==> config.mk <==
export PLATFORM = sky130hd
export DESIGN_NAME = quad_decoder
export DESIGN_NICKNAME = d
export VERILOG_FILES = /design/src/rtl/quad_decoder.sv
export SDC_FILE = /design/constraint.sdc
export NUM_CORES = 1
export LEC_CHECK = 0
export CAP_MARGIN = 40
export CORE_MARGIN = 5
export CORE_UTILIZATION = 61
export CTS_CLUSTER_DIAMETER = 100
export DETAILED_ROUTE_END_ITERATION = 12
export PLACE_DENSITY = 0.9
export RECOVER_POWER = 100
export SYNTH_ARGS = -nofsm -noshare
export SYNTH_HDL_FRONTEND = slang
export SYNTH_SLANG_ARGS = --single-unit
==> constraint.sdc <==
create_clock -name clk -period 6.4 [get_ports clk]
set_input_delay 1.28 -clock clk [delete_from_list [all_inputs] [get_ports clk]]
set_output_delay 1.28 -clock clk [all_outputs]
set_load 0.01 [all_outputs]
==> src/rtl/quad_decoder.sv <==
// == quad_decoder: x4 quadrature decoder with position, index, error and windowed speed ==
// == rev 1.0 ==
`default_nettype none

module quad_decoder #(
  parameter int POS_W     = 16,
  parameter int CPR       = 4096,
  parameter int SPD_W     = 16,
  parameter int SPEED_WIN = 50000
) (
  input  logic             clk,
  input  logic             rst_n,
  input  logic             cha_in,
  input  logic             chb_in,
  input  logic             chz_in,
  input  logic             pos_clr,
  input  logic             err_clr,
  output logic [POS_W-1:0] pos_out,
  output logic             dir_out,
  output logic             idx_pulse,
  output logic             index_seen,
  output logic             err_out,
  output logic [SPD_W-1:0] speed_out,
  output logic             speed_valid
);

  localparam int                      WIN_W    = $clog2(SPEED_WIN);
  localparam logic [WIN_W-1:0]        WIN_LAST = WIN_W'(SPEED_WIN - 1);
  localparam logic [POS_W-1:0]        POS_MAX  = POS_W'(CPR - 1);
  localparam logic signed [SPD_W:0]   SAT_HI   = (SPD_W+1)'((2 ** (SPD_W - 1)) - 1);
  localparam logic signed [SPD_W:0]   SAT_LO   = -SAT_HI;

  logic [1:0]             ab_s, ab_p;
  logic                   z_s, z_p;
  logic [WIN_W-1:0]       win_cnt;
  logic signed [SPD_W-1:0] acc;

  logic [1:0]             delta;
  logic                   step_fwd, step_rev, step_bad, idx_ev;
  logic signed [1:0]      step;
  logic signed [SPD_W:0]  sum;
  logic signed [SPD_W:0]  sum_sat;

  // Gray phase number along the forward sequence 00->10->11->01
  function automatic logic [1:0] phase(input logic [1:0] ab);
    case (ab)
      2'b00:   phase = 2'd0;
      2'b10:   phase = 2'd1;
      2'b11:   phase = 2'd2;
      default: phase = 2'd3;
    endcase
  endfunction

  always_comb begin
    delta    = phase(ab_s) - phase(ab_p);
    step_fwd = (delta == 2'd1);
    step_rev = (delta == 2'd3);
    step_bad = (delta == 2'd2);
    idx_ev   = z_s & ~z_p;
    step     = step_fwd ? 2'sb01 : (step_rev ? 2'sb11 : 2'sb00);
    sum      = {acc[SPD_W-1], acc} + {{(SPD_W-1){step[1]}}, step};
    sum_sat  = sum;
    if (sum > SAT_HI) begin
      sum_sat = SAT_HI;
    end else if (sum < SAT_LO) begin
      sum_sat = SAT_LO;
    end
  end

  always_ff @(posedge clk) begin
    if (!rst_n) begin
      // Both input stages load the live inputs so release cannot fake a step or index
      ab_s        <= {cha_in, chb_in};
      ab_p        <= {cha_in, chb_in};
      z_s         <= chz_in;
      z_p         <= chz_in;
      pos_out     <= '0;
      dir_out     <= 1'b0;
      idx_pulse   <= 1'b0;
      index_seen  <= 1'b0;
      err_out     <= 1'b0;
      speed_out   <= '0;
      speed_valid <= 1'b0;
      win_cnt     <= '0;
      acc         <= '0;
    end else begin
      ab_s      <= {cha_in, chb_in};
      ab_p      <= ab_s;
      z_s       <= chz_in;
      z_p       <= z_s;
      idx_pulse <= idx_ev;

      if (idx_ev) begin
        index_seen <= 1'b1;
      end

      if (pos_clr || idx_ev) begin
        pos_out <= '0;
      end else if (step_fwd) begin
        pos_out <= (pos_out == POS_MAX) ? '0 : pos_out + 1'b1;
      end else if (step_rev) begin
        pos_out <= (pos_out == '0) ? POS_MAX : pos_out - 1'b1;
      end

      if (step_fwd) begin
        dir_out <= 1'b1;
      end else if (step_rev) begin
        dir_out <= 1'b0;
      end

      if (step_bad) begin
        err_out <= 1'b1;
      end else if (err_clr) begin
        err_out <= 1'b0;
      end

      if (win_cnt == WIN_LAST) begin
        win_cnt     <= '0;
        speed_out   <= sum_sat[SPD_W-1:0];
        acc         <= '0;
        speed_valid <= 1'b1;
      end else begin
        win_cnt     <= win_cnt + 1'b1;
        acc         <= sum_sat[SPD_W-1:0];
        speed_valid <= 1'b0;
      end
    end
  end

endmodule

`default_nettype wire
# Yosys cells after proc, flatten, opt, wreduce, memory -nomap -nowiden
# Cells that the tools add are included.
[word_totals] ff_bits=75 latch_bits=0 ram_bits=0 romBits=0 input_bits=7 out_inout_bits=37 elab_cells=57 memories=0
[op_classes] n_addsub=5 multipliers=0 div=0 n_lt_le_gt_ge=2 eq_ne=9 shifts=0 muxes=17 bitwise_logic=3 n_reduce_logical=8
[op_table] operator="$mux 16" n=6
[op_table] operator="$add 16x1->16 const B" n=2
[op_table] operator="$add 16x2->17" n=1
[op_table] operator="$gt 17x16->1 const B" n=1
[op_table] operator="$lt 17x16->1 const B" n=1
[op_table] operator="$eq 16x12->1 const B" n=1
[op_table] operator="$eq 16x16->1 const B" n=1
[op_table] operator="$logic_not 16->1" n=1
[op_table] operator="$sub 16x1->16 const B" n=1
[op_table] operator="$eq 2x2->1 const B" n=6
[op_table] operator="$pmux 2 s3" n=2
[op_table] operator="$mux 1" n=6
[op_table] operator="$mux 2" n=3
[op_table] operator="$logic_not 2->1" n=2
[op_table] operator="$reduce_bool 2->1" n=2
[op_table] operator="$reduce_or 2->1" n=2
[op_table] operator="$eq 2x1->1 const B" n=1
[op_table] operator="$not 1->1" n=2
[op_table] operator="$sub 2x2->2" n=1
[op_table] operator="$and 1x1->1" n=1
[op_table] operator="$logic_or 1x1->1" n=1

# Longest topological paths before layout
# Gate-level depths: netlist of the first run.
[logic_depth] depth_word=10 depth_mapped=18 ltp_nobuf=16

# Least setup slack after synthesis of the first run
# No wires, ideal clock.
[synth_timing] kind="reg2reg" from="register ab_s[1]" to="register speed_out[0]" setup_ns=0.074 arrival_time_ns=3.410 t_required_ns=6.326 slack_ns=2.916 stages_incl_launch_ff=17 n_path_buf=2 synth_period_minus_slack_ns=3.484 cell_sequence="dfxtp_1 inv_1 ha_1 ha_1 xor3_1 buf_6 nand2_2 buf_6 xnor2_1 ha_1 nor4_2 nand2b_1 a21oi_1 or4_1 nor4_1 a41oi_1 a31oi_1"
[synth_between] elab_chain_cells=10 elab_cells_between_ends=14 classes_between="add/sub (2); order compare (2); eq/ne (4); mux (5); reduce/logical (1)"
[synth_rtl] item="from (decl)" line="33" text="logic [1:0] ab_s, ab_p;"
[synth_rtl] item="from (signal assigned)" line="73" text="ab_s <= {cha_in, chb_in};"
[synth_rtl] item="from (signal assigned)" line="87" text="ab_s <= {cha_in, chb_in};"
[synth_rtl] item="$eq 2x2->1 or $logic_not 2->1 (tied branches)" line="46" text="case (ab)"
[synth_rtl] item="$pmux 2 s3 *" line="46"
[synth_rtl] item="$sub 2x2->2 *" line="55" text="delta = phase(ab_s) - phase(ab_p);"
[synth_rtl] item="$eq 2x2->1" line="57" text="step_rev = (delta == 2'd3);"
[synth_rtl] item="$mux 2" line="60" text="step = step_fwd ? 2'sb01 : (step_rev ? 2'sb11 : 2'sb00);"
[synth_rtl] item="$mux 2 *" line="60"
[synth_rtl] item="$add 16x2->17 *" line="61" text="sum = {acc[SPD_W-1], acc} + {{(SPD_W-1){step[1]}}, step};"
[synth_rtl] item="$lt 17x16->1" line="65" text="end else if (sum < SAT_LO) begin"
[synth_rtl] item="$mux 16" line="65"
[synth_rtl] item="$mux 16 *" line="63" text="if (sum > SAT_HI) begin"
[synth_rtl] item="to (signal assigned)" line="119" text="speed_out <= sum_sat[SPD_W-1:0];"
[synth_rtl] item="to (decl)" line="23" text="output logic [SPD_W-1:0] speed_out,"
# Every way passes the cells marked *; elsewhere a longest branch is shown, timed or not.
# A chain may end at the register's enable or synchronous reset.

# Worst setup path in the final report of the first run
[layout_timing] from="register ab_s[1]" to="register speed_out[4]"
# Same word-level chain as after synthesis.

==> summary.txt, run 1 <==
Clock network
  • Bufs on Longest Clock Path: 2
  • Post_cts resized: 0
  • Clk root buf: clkbuf_8
  • CTS Buf Count: 9
  • CTS Sinks: between 70 and 80
  • Skew-Pair Late Insertion Delay: between 300 and 400 ps
  • Clock transition at the registers of the reported paths: ~90 ps
  • Post-CTS setup buffers: 0
  • H-tree levels: 3
  • CTS tree: done
  • Post-cts hold buffer count: 0

Die
  • Initial Util: between 60% and 70%
  • # IOs: 44
  • Die Wd: between 90 and 100 µm
  • Die area: 8652 µm²
  • Die Height: between 90 and 100 µm
  • Core area: 6756 µm²
  • Row count: 30

Timing
  • Fmax: 206.8 MHz
  • Worst slew margin: about 35%
  • Setup TNS Final: 0 ps
  • RSZ-0062 raised after global routing: no
  • Final setup vio count: 0
  • Slew Limit Fails: 0
  • Final Skew: 14.43 ps
  • Final hold vios: 0
  • Worst-Margin Slew: 978.0 ps
  • Final Critical Period: 4836 ps
  • Tcrit/Tclk final: between 70 and 80%

Logic synthesis
  • Ys flop type: dfxtp_1
  • Post-synthesis sequential area ratio: a little over a third
  • Post-synth EDFFs: 0
  • Synthesized net count: around 540
  • #FFs+latches synth: 75
  • Cells after Synth: 524
  • Top cell type's share of synthesized area: a little over a third
  • Mean Syn Cell Area: 8.023 µm²
  • Synth async-reset ratio: 0%
  • Synth area leader: dfxtp_1
  • Synthesized area: around 4200 µm²
  • Synth unique cells: 70
  • Dominant cells by area after synthesis: dfxtp_1 36%, nor2_1 7.1%, xnor2_1 4.4%
  • Yosys Warn Count: 0

Cells and area
  • Synth-to-Final Area Change: 13.27%
  • Diodes inserted: 0
  • Final Non-Filler Cells: between 600 and 700
  • Share of post-route cells with drive strength above 1: 6.679%
  • Fillers: 556
  • Final Net Count: roughly 570

Placement
  • Port bufs: between 40 and 50
  • DP Cell Count: around 620
  • Placer Congestion: 0.9928
  • Detailed placer's ending HPWL: ~7500 µm

Worst setup path
  • CP max stage cell: nor4_1
  • Worst Path Buf+Inv: 3
  • Arrival @ worst endpoint: about 5100 ps
  • Critical Path RT: ~6600 ps
  • Crit Path Category: flop to flop
  • CP dominant cell by count: ha_1
  • Worst setup EP type: flop
  • Biggest cell delay along the critical path: 710 ps
  • Crit-path max FO: 20
  • Worst Setup Start Kind: flop
  • Family with the most delay on the worst path: simple AND/OR/NAND/NOR gates
  • CP Cell Sequence: inv_1 -> ha_1 -> ha_1 -> buf_8 -> clkinv_1 -> nand2_1 -> xnor2_1 -> ha_1 -> nor4_1 -> nand2b_1 -> nor4b_1 -> a221oi_1 -> nor2_1 -> nor3_1 -> o21ai_0

Global routing
  • Initial antenna violation count: 0
  • First-pass GRT wire length: roughly 17000 µm
  • GR Overflow Total: 0
  • Number of global-route vias before repair: between 3000 and 4000
  • GRT Total Usage: about a quarter
  • Largest net degree at the start of global routing: 21

Min path
  • Worst Hold Class: flop to flop

Routing
  • # DRC: 0
  • Routed WL per cell: around 17 µm
  • Total Wirelength: 10570 µm
  • DRT Pass-1 Iters: 5
  • Antenna-violating nets left: 0
  • Via/cell ratio: ~6.3
  • Iteration-0 DRC count of the detailed router: 367
  • Via count: around 4000

Pwr
  • PwrDens: ~400 nW/µm²
  • Leak: roughly 1.9 nW
  • Worst vdd ir: 354.2 µV
  • Pwr Total: roughly 1.9 mW

Run
  • Max-Cap Viols: 0

Status
  • Run status: finished clean
## worst paths after layout
check / startpoint / end / slack (ps) / depth (start not counted)
setup / recovery: ab_s[1]$_DFF_P_ / speed_out[4]$_SDFFE_PN0P_ / 1560 / 15
hold / removal: z_p$_DFF_P_ / idx_pulse$_SDFF_PN0_ / 420 / 1
hold reg to reg: z_p$_DFF_P_ / idx_pulse$_SDFF_PN0_ / 420 / 1
setup reg to reg: ab_s[1]$_DFF_P_ / speed_out[4]$_SDFFE_PN0P_ / 1560 / 15
## cell usage after synthesis, drive strengths merged (9+ instances only)
cell    number
nor2        85
dfxtp       75
nand2       42
o21ai       34
a21oi       27
nand3       23
xnor2       21
nor3        20
clkbuf      18
xor2        16
buf         12
inv         12
ha          11
nor4        11
a31oi       10
and3        10
nand4        9
## placed cells by master (no fill, tap or decap), types with 5 or more instances in the layout
cell	Yosys	layout
inv_1	12	12
a211oi_1	7	7
dlygate4sd3_1	0	41
nor4_1	9	10
a21oi_1	27	27
xor2_1	16	16
nor2_1	80	81
o21ai_0	20	32
nor2b_1	7	7
dfxtp_1	75	75
nand3_1	23	23
and3_1	9	9
nand4_1	9	9
a31oi_1	10	10
nor3_1	17	17
ha_1	11	11
xnor2_1	21	21
clkbuf_8	0	9
nand2_1	41	42
nand2b_1	7	7
or3_1	5	5
## flip-flops by register name, indices dropped and copies added (netlist names)
name and count:
speed_valid 1, idx_pulse 1, err_out 1, ab_p 2, pos_out 16, dir_out 1, index_seen 1, ab_s 2
acc 16, win_cnt 16, z_s 1, z_p 1, speed_out 16
## report_power, final
| part | switching, mW | leakage, nW | total, mW | internal [mW] |
|---|---|---|---|---|
| clock network | 0.181 | 0.0994 | 0.360 | 0.179 |
| logic | 0.541 | 1.16 | 0.913 | 0.372 |
| registers | 0.111 | 0.611 | 0.641 | 0.530 |
| total | 0.833 | 1.87 | 1.91 | 1.08 |
## cells by family after synthesis
kind of cell / synth area share (%)
muxes: 1.250
buffers and inverters: 4.791
DFF: 35.71
adders and majority gates: 3.274
AOI/OAI and AO/OA: 16.46
xor gates and xnor gates: 8.839
and+or+nand+nor: 29.67
## through the flow
step	util (%)	cell area [µm²]	setup WS [ps]	hold WS, ps
after floorplan	-	4204	2916	391.3
after global placement	67.81	4582	1806	404.2
after detailed placement	68.15	4604	2219	410.4
after CTS	70.96	4795	2190	422.2
after global routing	70.48	4762	1136	444.8
final	70.48	4762	1564	415.9
## routing by layer
metal | vias to the layer above | GRT usage, % | part of all wire, %
li1 | 1906 | - | -
met1 | 1851 | 32.15 | 43
met2 | 212 | 40.19 | 47
met3 | 32 | 4.827 | 7.4
met4 | 0 | 12.94 | 2.8
met5 | - | 0 | 0
## final cells by class
type                    instances  area [µm²]  share of cell area, %
repair buffers                 45       449.2                  9.432
clock buffers                   9       123.9                  2.601
well taps                      80       100.1                  2.102
flip-flops and latches         75        1501                  31.53
multi-input cells             406        2472                  51.92
inverters                      13       48.80                  1.025
clock inverters                 6       66.31                  1.393
## worst reg2reg max path: stages (launching register included)
cell      delay, ps
dfxtp_1         370
inv_1            60
ha_1            270
ha_1            500
buf_8           220
clkinv_1        300
nand2_1         520
xnor2_1         130
ha_1            250
nor4_1          710
nand2b_1        180
nor4b_1         190
a221oi_1        260
nor2_1          270
nor3_1          340
o21ai_0         130
Power figures use the tool's default switching activity.
==> inputs of run 2 (changes only) <==
CORE_UTILIZATION = 57   (was 61)
PLACE_DENSITY = 0.85   (was 0.9)
clock period = 4.9 ns   (was 6.4 ns; I/O delays follow)
==> run 2 against run 1 <==
- die area increased by 6.3%
- largest power group unchanged
- core utilization decreased by 4.2 points
- cell count up 3.0%
- clock power increased by 31%
- design area rose by 0.34%
- wire length fell by 1.8%
- sequential power rose by 32%
==> summary.txt, run 2 (synthesized netlist as in run 1, its figures left out) <==
Status
  • Run status: finished clean

Pwr
  • Switching portion of total power: between 40% and 50%
  • Comb pwr share: 47.4%
  • NetSw: between 1 and 1.5 mW
  • Clk pwr share: 18.8%
  • Power Internal: 1.415 mW
  • Leak: 1.866 nW
  • Worst vdd ir: roughly 330 µV
  • Reg power frac: between 30% and 40%
  • PwrDens: about 520 nW/µm²

Worst setup path
  • Crit Path Category: flop to flop
  • Reg2Reg Depth: 14
  • CP dominant cell by count: ha_1
  • Worst Setup Start Kind: flop
  • CP Cell Sequence: inv_1 -> ha_1 -> ha_1 -> xor3_1 -> nand2_2 -> xnor2_1 -> ha_1 -> and3_1 -> and3_2 -> nand4_1 -> o2bb2ai_1 -> nor2_1 -> nor2_1 -> o21ai_0
  • RR Endpoint: speed_out[3]$_SDFFE_PN0P_
  • Crit-path max FO: 15
  • Biggest cell delay along the critical path: 700 ps
  • CP startpoint: ab_s[1]$_DFF_P_
  • Critical Path End: speed_out[3]$_SDFFE_PN0P_
  • Critical Path RT: between 5000 and 6000 ps
  • CP max stage cell: nor2_1
  • FF-to-FF Start: ab_s[1]$_DFF_P_
  • Worst setup EP type: flop
  • R2R Setup Slk: 540 ps
  • Arrival @ worst endpoint: about 4600 ps

Timing
  • RSZ-0062 raised after global routing: no
  • Slew Limit Fails: 0
  • Final Skew: 9.775 ps
  • Tcrit/Tclk final: 88.92%
  • Worst-Margin Slew: 1043 ps
  • Fmax: around 230 MHz
  • Setup TNS Final: 0 ps
  • Final Critical Period: approximately 4400 ps
  • Final hold vios: 0
  • Final setup margin: roughly 540 ps
  • Final setup vio count: 0
  • Worst slew margin: approximately 30%

Die
  • Die Height: 95.88 µm
  • Die Wd: between 90 and 100 µm
  • Initial Util: 58.27%
  • Core area: a little over 7000 µm²
  • Row count: 31
  • Die area: a little over 9000 µm²
  • # IOs: 44

Clock network
  • Post_cts resized: 0
  • Clk root buf: clkbuf_8
  • Post-cts hold buffer count: 0
  • Post-CTS setup buffers: 0
  • H-tree levels: 3
  • CTS tree: done
  • Clock transition at the registers of the reported paths: roughly 80 ps
  • CTS Buf Count: 9
  • CTS Sinks: between 70 and 80
  • Skew-Pair Late Insertion Delay: 350 ps
  • Bufs on Longest Clock Path: 2

Run
  • Max-Cap Viols: 0

Cells and area
  • Commonest non-fill, non-tap cells in the layout: 82 x nor2_1, 75 x dfxtp_1, 41 x nand2_1, 41 x dlygate4sd3_1, 31 x o21ai_0
  • Fillers: ~640
  • Commonest non-fill, non-tap cell in the layout: nor2_1
  • Final Net Count: between 500 and 600
  • Share of post-route cells with drive strength above 1: under 10%
  • Area occupied by multi-input gates: around 2500 µm²
  • Reg area: between 1500 and 2000 µm²
  • Diodes inserted: 0
  • Synth-to-Final Area Change: 13.66%

Routing
  • Antenna-violating nets left: 0
  • Routed WL per cell: 15.88 µm
  • Total Wirelength: between 10000 and 15000 µm
  • DRT Pass-1 Iters: 6
  • Iteration-0 DRC count of the detailed router: approximately 330
  • Via/cell ratio: 6.006
  • # DRC: 0
  • Via count: between 3000 and 4000

Placement
  • Dpl ws: 901.8 ps
  • Detailed placer's ending HPWL: between 7000 and 8000 µm
  • Port bufs: 43
  • Placer Congestion: approximately 0.97

Global routing
  • Initial antenna violation count: 0
  • GRT Total Usage: between 20% and 30%
  • First-pass GRT wire length: around 17000 µm
  • GR Overflow Total: 0
  • Largest net degree at the start of global routing: 29
  • Number of global-route vias before repair: about 3600

Min path
  • Worst Hold Class: flop to flop
  • Beginning of the worst hold path: z_p$_DFF_P_
run 2: cell type report:
type	count	share of cell area, %
Sequential cell	75	31.42
Tap cell	99	2.592
Inverter	13	1.021
Clock buffer	9	2.592
Timing Repair Buffer	45	9.243
Clock inverter	6	1.362
Multi-Input combinational cell	406	51.77
run 2: power groups by stage:
| stage | registers (mW) | clock network, mW | logic [mW] |
|---|---|---|---|
| after floorplan | 0.780 | 0 | 1.00 |
| after global placement | 0.851 | 0 | 1.18 |
| after detailed placement | 0.855 | 0 | 1.20 |
| after CTS | 0.840 | 0.478 | 1.20 |
| after global routing | 0.858 | 0.504 | 1.31 |
| final | 0.847 | 0.472 | 1.19 |
run 2: critical path, delay by kind of cell (launching register included):
family | cells | cell delay (ps)
AOI/OAI and AO/OA | 2 | 390
and+or+nand+nor | 6 | 1870
adders and majority gates | 3 | 740
buffers and inverters | 1 | 50
xor gates and xnor gates | 2 | 850
DFF | 1 | 350
run 2: metal layers:
metal	GRT usage, %	vias to the layer above	wire, µm
met5	0	-	0
met4	10.66	0	270
met3	4.457	23	679
met2	37.98	176	4871
met1	30.01	1805	4548
li1	-	1918	-
run 2: worst min path at each step:
stage	to	slack, ps	cells after the start
floorplan	idx_pulse$_SDFF_PN0_	390	1
global placement	idx_pulse$_SDFF_PN0_	400	1
detailed placement	idx_pulse$_SDFF_PN0_	400	1
CTS	idx_pulse$_SDFF_PN0_	420	1
global route	idx_pulse$_SDFF_PN0_	430	1
finish	idx_pulse$_SDFF_PN0_	410	1
run 2: through the flow:
step / utilization (%) / total power, mW / hold WS [ps] / instances / area [µm²]
after detailed placement: 64.05 / 2.050 / 405.0 / 638 / 4621
after global routing: 66.23 / 2.671 / 430.0 / 653 / 4778
after floorplan: - / 1.784 / 391.3 / 524 / 4204
after global placement: 64.05 / 2.032 / 395.4 / 638 / 4621
final: 66.23 / 2.506 / 411.1 / 653 / 4778
after CTS: 66.67 / 2.521 / 417.0 / 653 / 4810
